File: config.mk
export PLATFORM = sky130hd
export DESIGN_NAME = decode_cycle
export DESIGN_NICKNAME = d
export VERILOG_FILES = /design/src/rtl/decode_cycle.sv
export SDC_FILE = /design/constraint.sdc
export NUM_CORES = 2
export LEC_CHECK = 0
export ABC_CLOCK_PERIOD_IN_PS = 1510
export BUFFER_PORTS_ARGS = -buffer_cell sky130_fd_sc_hd__buf_2
export CORE_UTILIZATION = 50
export CTS_BUF_LIST = sky130_fd_sc_hd__clkbuf_4 sky130_fd_sc_hd__clkbuf_8
export CTS_CLUSTER_DIAMETER = 40
export DETAILED_ROUTE_END_ITERATION = 12
export PLACE_DENSITY = 0.78
export SYNTH_ARGS = -nofsm -noshare
export SYNTH_HDL_FRONTEND = slang
export SYNTH_SLANG_ARGS = --single-unit
File: constraint.sdc
create_clock -name clk -period 1.51 [get_ports clk]
set_input_delay 0.0755 -clock clk [delete_from_list [all_inputs] [get_ports clk]]
set_output_delay 0.0755 -clock clk [all_outputs]
set_load 0.01 [all_outputs]
File: src/rtl/decode_cycle.sv
// decode_cycle: RV32I decode stage with register file and ID/EX pipeline register.
// Optional feature (macro DECODE_BYPASS_EN): when defined, a same-cycle writeback to
// a register being read is forwarded into the read ports (write-through).
module decode_cycle #(
  parameter int XLEN = 32,
  parameter int NREG = 32
) (
  input  logic            clk,
  input  logic            rst,
  input  logic [31:0]     InstrD,
  input  logic [XLEN-1:0] PCD,
  input  logic [XLEN-1:0] PCPlus4D,
  input  logic            RegWriteW,
  input  logic [4:0]      RDW,
  input  logic [XLEN-1:0] ResultW,
  input  logic            FlushE,
  output logic [4:0]      Rs1D,
  output logic [4:0]      Rs2D,
  output logic            RegWriteE,
  output logic            MemWriteE,
  output logic            JumpE,
  output logic            BranchE,
  output logic            ALUSrcE,
  output logic [1:0]      ResultSrcE,
  output logic [2:0]      ALUControlE,
  output logic [XLEN-1:0] RD1E,
  output logic [XLEN-1:0] RD2E,
  output logic [XLEN-1:0] ImmExtE,
  output logic [XLEN-1:0] PCE,
  output logic [XLEN-1:0] PCPlus4E,
  output logic [4:0]      RdE,
  output logic [4:0]      Rs1E,
  output logic [4:0]      Rs2E
);

  typedef struct packed {
    logic            reg_write;
    logic            mem_write;
    logic            jump;
    logic            branch;
    logic            alu_src;
    logic [1:0]      result_src;
    logic [2:0]      alu_control;
    logic [XLEN-1:0] rd1;
    logic [XLEN-1:0] rd2;
    logic [XLEN-1:0] imm_ext;
    logic [XLEN-1:0] pc;
    logic [XLEN-1:0] pc_plus4;
    logic [4:0]      rd;
    logic [4:0]      rs1;
    logic [4:0]      rs2;
  } idex_t;

  logic [6:0] opcode;
  logic [2:0] funct3;
  logic       funct7_5;
  logic [4:0] rd_d;

  assign opcode   = InstrD[6:0];
  assign funct3   = InstrD[14:12];
  assign funct7_5 = InstrD[30];
  assign rd_d     = InstrD[11:7];
  assign Rs1D     = InstrD[19:15];
  assign Rs2D     = InstrD[24:20];

  // Main decoder: opcode -> control bundle; unknown opcodes become a NOP
  logic       reg_write_d, mem_write_d, jump_d, branch_d, alu_src_d;
  logic [1:0] imm_src_d, result_src_d, alu_op_d;
  always_comb begin
    reg_write_d  = 1'b0;
    imm_src_d    = 2'b00;
    alu_src_d    = 1'b0;
    mem_write_d  = 1'b0;
    result_src_d = 2'b00;
    branch_d     = 1'b0;
    alu_op_d     = 2'b00;
    jump_d       = 1'b0;
    case (opcode)
      7'b0000011: begin // lw
        reg_write_d = 1'b1; alu_src_d = 1'b1; result_src_d = 2'b01;
      end
      7'b0100011: begin // sw
        imm_src_d = 2'b01; alu_src_d = 1'b1; mem_write_d = 1'b1;
      end
      7'b0110011: begin // R-type; immediate unused
        reg_write_d = 1'b1; alu_op_d = 2'b10;
      end
      7'b1100011: begin // beq
        imm_src_d = 2'b10; branch_d = 1'b1; alu_op_d = 2'b01;
      end
      7'b0010011: begin // I-type ALU
        reg_write_d = 1'b1; alu_src_d = 1'b1; alu_op_d = 2'b10;
      end
      7'b1101111: begin // jal
        reg_write_d = 1'b1; imm_src_d = 2'b11; result_src_d = 2'b10; jump_d = 1'b1;
      end
      default: ;
    endcase
  end

  // ALU decoder: only register-register ops with funct7[5] select subtract
  logic [2:0] alu_control_d;
  always_comb begin
    alu_control_d = 3'b000;
    case (alu_op_d)
      2'b00: alu_control_d = 3'b000;
      2'b01: alu_control_d = 3'b001;
      2'b10: begin
        case (funct3)
          3'b000:  alu_control_d = (opcode[5] & funct7_5) ? 3'b001 : 3'b000;
          3'b010:  alu_control_d = 3'b101;
          3'b110:  alu_control_d = 3'b011;
          3'b111:  alu_control_d = 3'b010;
          default: alu_control_d = 3'b000;
        endcase
      end
      default: alu_control_d = 3'b000;
    endcase
  end

  // Immediate generator, sign-extended from InstrD[31]
  logic [XLEN-1:0] imm_ext_d;
  always_comb begin
    imm_ext_d = '0;
    case (imm_src_d)
      2'b00: imm_ext_d = {{(XLEN-12){InstrD[31]}}, InstrD[31:20]};
      2'b01: imm_ext_d = {{(XLEN-12){InstrD[31]}}, InstrD[31:25], InstrD[11:7]};
      2'b10: imm_ext_d = {{(XLEN-13){InstrD[31]}}, InstrD[31], InstrD[7],
                          InstrD[30:25], InstrD[11:8], 1'b0};
      2'b11: imm_ext_d = {{(XLEN-21){InstrD[31]}}, InstrD[31], InstrD[19:12],
                          InstrD[20], InstrD[30:21], 1'b0};
      default: imm_ext_d = '0;
    endcase
  end

  // Register file storage; x0 is never written so it stays zero
  logic [XLEN-1:0] rf_q [NREG];
  logic            wb_en;
  assign wb_en = RegWriteW && (RDW != 5'd0);

  always_ff @(posedge clk or negedge rst) begin
    if (!rst) begin
      for (int i = 0; i < NREG; i++) rf_q[i] <= '0;
    end else if (wb_en) begin
      rf_q[RDW] <= ResultW;
    end
  end

  // Asynchronous read ports, with optional forwarding of the in-flight writeback
  logic [XLEN-1:0] rd1_d, rd2_d;
  always_comb begin
    rd1_d = (Rs1D == 5'd0) ? '0 : rf_q[Rs1D];
    rd2_d = (Rs2D == 5'd0) ? '0 : rf_q[Rs2D];
`ifdef DECODE_BYPASS_EN
    if (wb_en && (RDW == Rs1D)) rd1_d = ResultW;
    if (wb_en && (RDW == Rs2D)) rd2_d = ResultW;
`endif
  end

  // Next ID/EX contents; a flush loads an all-zero NOP
  idex_t idex_d, idex_q;
  always_comb begin
    idex_d = '0;
    if (!FlushE) begin
      idex_d.reg_write   = reg_write_d;
      idex_d.mem_write   = mem_write_d;
      idex_d.jump        = jump_d;
      idex_d.branch      = branch_d;
      idex_d.alu_src     = alu_src_d;
      idex_d.result_src  = result_src_d;
      idex_d.alu_control = alu_control_d;
      idex_d.rd1         = rd1_d;
      idex_d.rd2         = rd2_d;
      idex_d.imm_ext     = imm_ext_d;
      idex_d.pc          = PCD;
      idex_d.pc_plus4    = PCPlus4D;
      idex_d.rd          = rd_d;
      idex_d.rs1         = Rs1D;
      idex_d.rs2         = Rs2D;
    end
  end

  // ID/EX pipeline register
  always_ff @(posedge clk or negedge rst) begin
    if (!rst) idex_q <= '0;
    else      idex_q <= idex_d;
  end

  assign RegWriteE   = idex_q.reg_write;
  assign MemWriteE   = idex_q.mem_write;
  assign JumpE       = idex_q.jump;
  assign BranchE     = idex_q.branch;
  assign ALUSrcE     = idex_q.alu_src;
  assign ResultSrcE  = idex_q.result_src;
  assign ALUControlE = idex_q.alu_control;
  assign RD1E        = idex_q.rd1;
  assign RD2E        = idex_q.rd2;
  assign ImmExtE     = idex_q.imm_ext;
  assign PCE         = idex_q.pc;
  assign PCPlus4E    = idex_q.pc_plus4;
  assign RdE         = idex_q.rd;
  assign Rs1E        = idex_q.rs1;
  assign Rs2E        = idex_q.rs2;

endmodule

==> flow_summary.json <==
{
  "status": "complete, but fails checks",
  "violations": "negative hold slack, negative setup slack",
  "via_per_inst": 6.537,
  "yosysWarnings": 0,
  "max-cap-violations": 0,
  "dp_hpwl_mm": 130.5,
  "grt.overflow.total": 0,
  "synth-seq-cells": 1197,
  "ios": 332,
  "track_usage_pct": 34.87,
  "final_antenna_net_count": 0,
  "period_share_pct": 116.9,
  "finalSetupViolCount": 179,
  "fin_hold_ws_ns": -0.06100,
  "grt_first_pass_wirelength_mm": 310.1,
  "hold_path.class": "in2reg",
  "synth.avg_cell_area_sq_um": 15.42,
  "finClkSkew_ns": 0.05336,
  "cts_tree": "built",
  "drtIter0Drc": 5101,
  "initial_core_util_pct": 50.54,
  "synth_flop_cell": "dfrtp_1",
  "die_x_um": 347.7,
  "relSlewSlack_pct": 58.50,
  "cts.sinks": 1197,
  "via_count": 44660,
  "worstSkewPairLatency_ns": 0.95,
  "cp_top_family": "flip-flops",
  "synthSimpleGateAreaFrac_pct": 2.339,
  "drive_above_1_share_pct": 57.96,
  "gp_congestion": 0.9224,
  "area_growth_pct": 32.23,
  "fin_setup_tns_ns": -12.47,
  "crit_type": "reg2out",
  "path_cells": "buf_8 > buf_6",
  "root_buffer": "clkbuf_8",
  "synth_cell_types": 52,
  "cpPeakStageDelay_ns": 0.45,
  "drc": 0,
  "startpoint_type": "flop",
  "fin_crit_ns": 1.765,
  "syn_area_sq_mm": 0.05976,
  "slew_violations": 0,
  "cts_buffers": 197,
  "synth_mux_area_share_pct": 40.55,
  "clockBufferDepth": 3,
  "nets": 5265,
  "clk_pin_slew_worst_paths_ns": 0.07,
  "p_per_area_mw_per_mm2": 1216,
  "wl_per_cell_um": 31.30,
  "crit_buf_inv": 2,
  "synth_top_family_by_area": "multiplexers",
  "finalPower_mw": 96.11,
  "core_sq_mm": 0.1182,
  "p_leak_nw": 35.98,
  "cp_max_fo": 6,
  "grt_antenna_before_repair": 18,
  "drt-total-wl_mm": 213.8,
  "finalWorstSetupSlack_ns": -0.2554,
  "ys_async_sr_fraction_pct": 100.0,
  "fmax_mhz": 566.5,
  "synthesis.nets": 4015,
  "peakVddDrop_mv": 1.036,
  "synth-adder-area-share_pct": 0.04187,
  "portBuffers": 331,
  "ys_seq_area_share_pct": 50.12,
  "synth_xor_area_share_pct": 0,
  "cts_max_level": 4,
  "dieHeight_um": 347.7,
  "arrival_ns": 1.69,
  "grt_pass1_vias": 46680,
  "dieArea_sq_mm": 0.1209,
  "critPathSlowestCell": "dfrtp_2",
  "grt_start_max_net_pins": 91,
  "required_ns": 1.43,
  "critPathCaptureType": "primary output",
  "hold_viol": 1,
  "dr.pass1.iters": 5,
  "rsz0062_at_grt": "true",
  "syn_inst": 3876,
  "synth-compound-area-share_pct": 3.277,
  "worstMarginPinSlew_ns": 0.6205,
  "synth_edf_count": 0,
  "core.rowCount": 126
}
## power breakdown
group,switching (mW),internal [mW],total (mW)
Combinational,8.45,13.7,22.2
Sequential,4.33,37.7,42.0
Clock,14.0,17.9,31.9
## Yosys cell counts (all sizes together) (2+ instances only)
| master | number | area, sq um |
|---|---|---|
| dfrtp | 1197 | 29950 |
| mux2 | 1005 | 11320 |
| mux4 | 458 | 10320 |
| mux2i | 259 | 2592 |
| clkbuf | 241 | 904.6 |
| buf | 200 | 1255 |
| nor2b | 102 | 638.1 |
| a22oi | 69 | 518.0 |
| nand2 | 39 | 146.4 |
| nand3 | 32 | 160.2 |
| o221ai | 32 | 280.3 |
| o22a | 32 | 280.3 |
| nor2 | 28 | 105.1 |
| a22o | 24 | 210.2 |
| a21oi | 18 | 90.09 |
| o22ai | 18 | 112.6 |
| a31oi | 12 | 75.07 |
| inv | 9 | 33.78 |
| a2111oi | 8 | 70.07 |
| nor4 | 8 | 50.05 |
| a211o | 7 | 61.31 |
| a221oi | 7 | 61.31 |
| nor3 | 7 | 35.03 |
| o21ai | 7 | 35.03 |
| a41oi | 6 | 52.55 |
| and2 | 6 | 37.54 |
| nand2b | 5 | 31.28 |
| nand3b | 5 | 37.54 |
| nor3b | 5 | 42.54 |
| o31ai | 4 | 35.03 |
| o32ai | 4 | 35.03 |
| or2 | 3 | 18.77 |
| or3b | 3 | 26.28 |
| a211oi | 2 | 15.01 |
| a31o | 2 | 17.52 |
| and3 | 2 | 12.51 |
| and3b | 2 | 17.52 |
| ha | 2 | 25.02 |
| or3 | 2 | 12.51 |
## kinds of logic (layout without fill, tap and decap cells)
family	count (synthesis)	in the layout
adders and majority gates	2	2
other	0	15
and+or+nand+nor	252	252
buffers and inverters	450	1855
muxes	1722	1722
AOI/OAI and AO/OA	253	253
DFF	1197	1197
## flip-flops by register name, indices dropped and copies added, names as in the netlist
signal       flops
RdE              5
rf_q          1024
Rs2E             5
JumpE            1
ALUControlE      3
ResultSrcE       1
Rs1E             5
ImmExtE         21
RD2E            32
PCE             32
RD1E            32
ALUSrcE          1
PCPlus4E        32
RegWriteE        1
BranchE          1
MemWriteE        1
## cell type report
class                           instances  area (sq um)
Sequential cell                      1197         29980
Inverter                                9         33.78
Timing Repair Buffer                 1492         14200
Clock buffer                          302          3856
Fill cell                            7697         39220
Antenna cell                           15         37.54
Clock inverter                         52         569.3
Multi-Input combinational cell       2229         28420
Tap cell                             1536          1922
## cells in the final DEF, fill, tap and decap left out, types with 6 or more instances in the layout
master / count
a211o_1: 7
a21oi_1: 16
a22o_1: 24
a22oi_1: 64
a31oi_1: 9
buf_12: 164
buf_2: 235
buf_4: 568
buf_6: 105
bufinv_16: 9
clkbuf_4: 48
clkbuf_8: 254
clkinv_2: 24
clkinvlp_4: 6
dfrtp_1: 1176
dfrtp_2: 21
diode_2: 15
dlygate4sd3_1: 406
dlymetal6s4s_1: 6
inv_1: 9
inv_6: 6
mux2_2: 1002
mux2i_1: 233
mux2i_2: 21
mux4_2: 457
nand2_1: 19
nand2_2: 20
nand3_1: 32
nor2_1: 9
nor2_4: 17
nor2b_1: 94
o221ai_1: 12
o221ai_2: 20
o22a_1: 32
o22ai_1: 16
## worst register-to-register path: stages (launching register included)
cell and delay, ns:
dfrtp_1 0.40, mux4_2 0.48, mux4_2 0.52, nor2b_1 0.14
nor4_1 0.06
## path summary, 6_finish.rpt
check                      slack [ns]  cells after the start                  endpoint                   from
max                             -0.26                      2               ImmExtE[27]  ImmExtE[30]$_DFF_PN0_
min in group asynchronous        0.32                      4      ImmExtE[9]$_DFF_PN0_                    rst
max reg2reg                     -0.24                      4         RD2E[3]$_DFF_PN0_  rf_q[291]$_DFFE_PN0P_
min                             -0.06                      6  ALUControlE[0]$_DFF_PN0_              InstrD[3]
min reg2reg                      0.40                      0     rf_q[996]$_DFFE_PN0P_  rf_q[996]$_DFFE_PN0P_
max in group asynchronous        0.27                      6        RD1E[15]$_DFF_PN0_                    rst
## metrics by stage
step                instances  hold WS [ns]  setup WS [ns]  instance area [sq um]  util, %
finish                   6832      -0.06100        -0.2554                  79020    66.83
global route             6826      -0.07392        -0.2880                  79000    66.82
CTS                      6791       -0.2349        -0.2276                  78180    66.12
detailed placement       6008      -0.03432        -0.7070                  68870    58.25
global placement         6008      -0.03734        -0.7383                  68870    58.25
floorplan                3876       -0.2201        -0.1342                  60140        -
## layer usage
metal,vias up,GRT usage (%),wire [um]
met5,-,0,47
met4,8,19.35,13510
met3,816,9.981,24500
met2,3171,53.31,97500
met1,23300,44.90,78290
li1,17360,-,-
## what timing repair did
item / CTS / global route
pin swaps: 34 / 28
gates cloned: 0 / 1
endpoints found under the hold margin: 2355 / 10
gates resized for setup: 142 / 125
setup buffers: 23 / 28
endpoints found under the setup margin: 225 / 428
hold buffers: 414 / 3
Power figures use the tool's default switching activity.
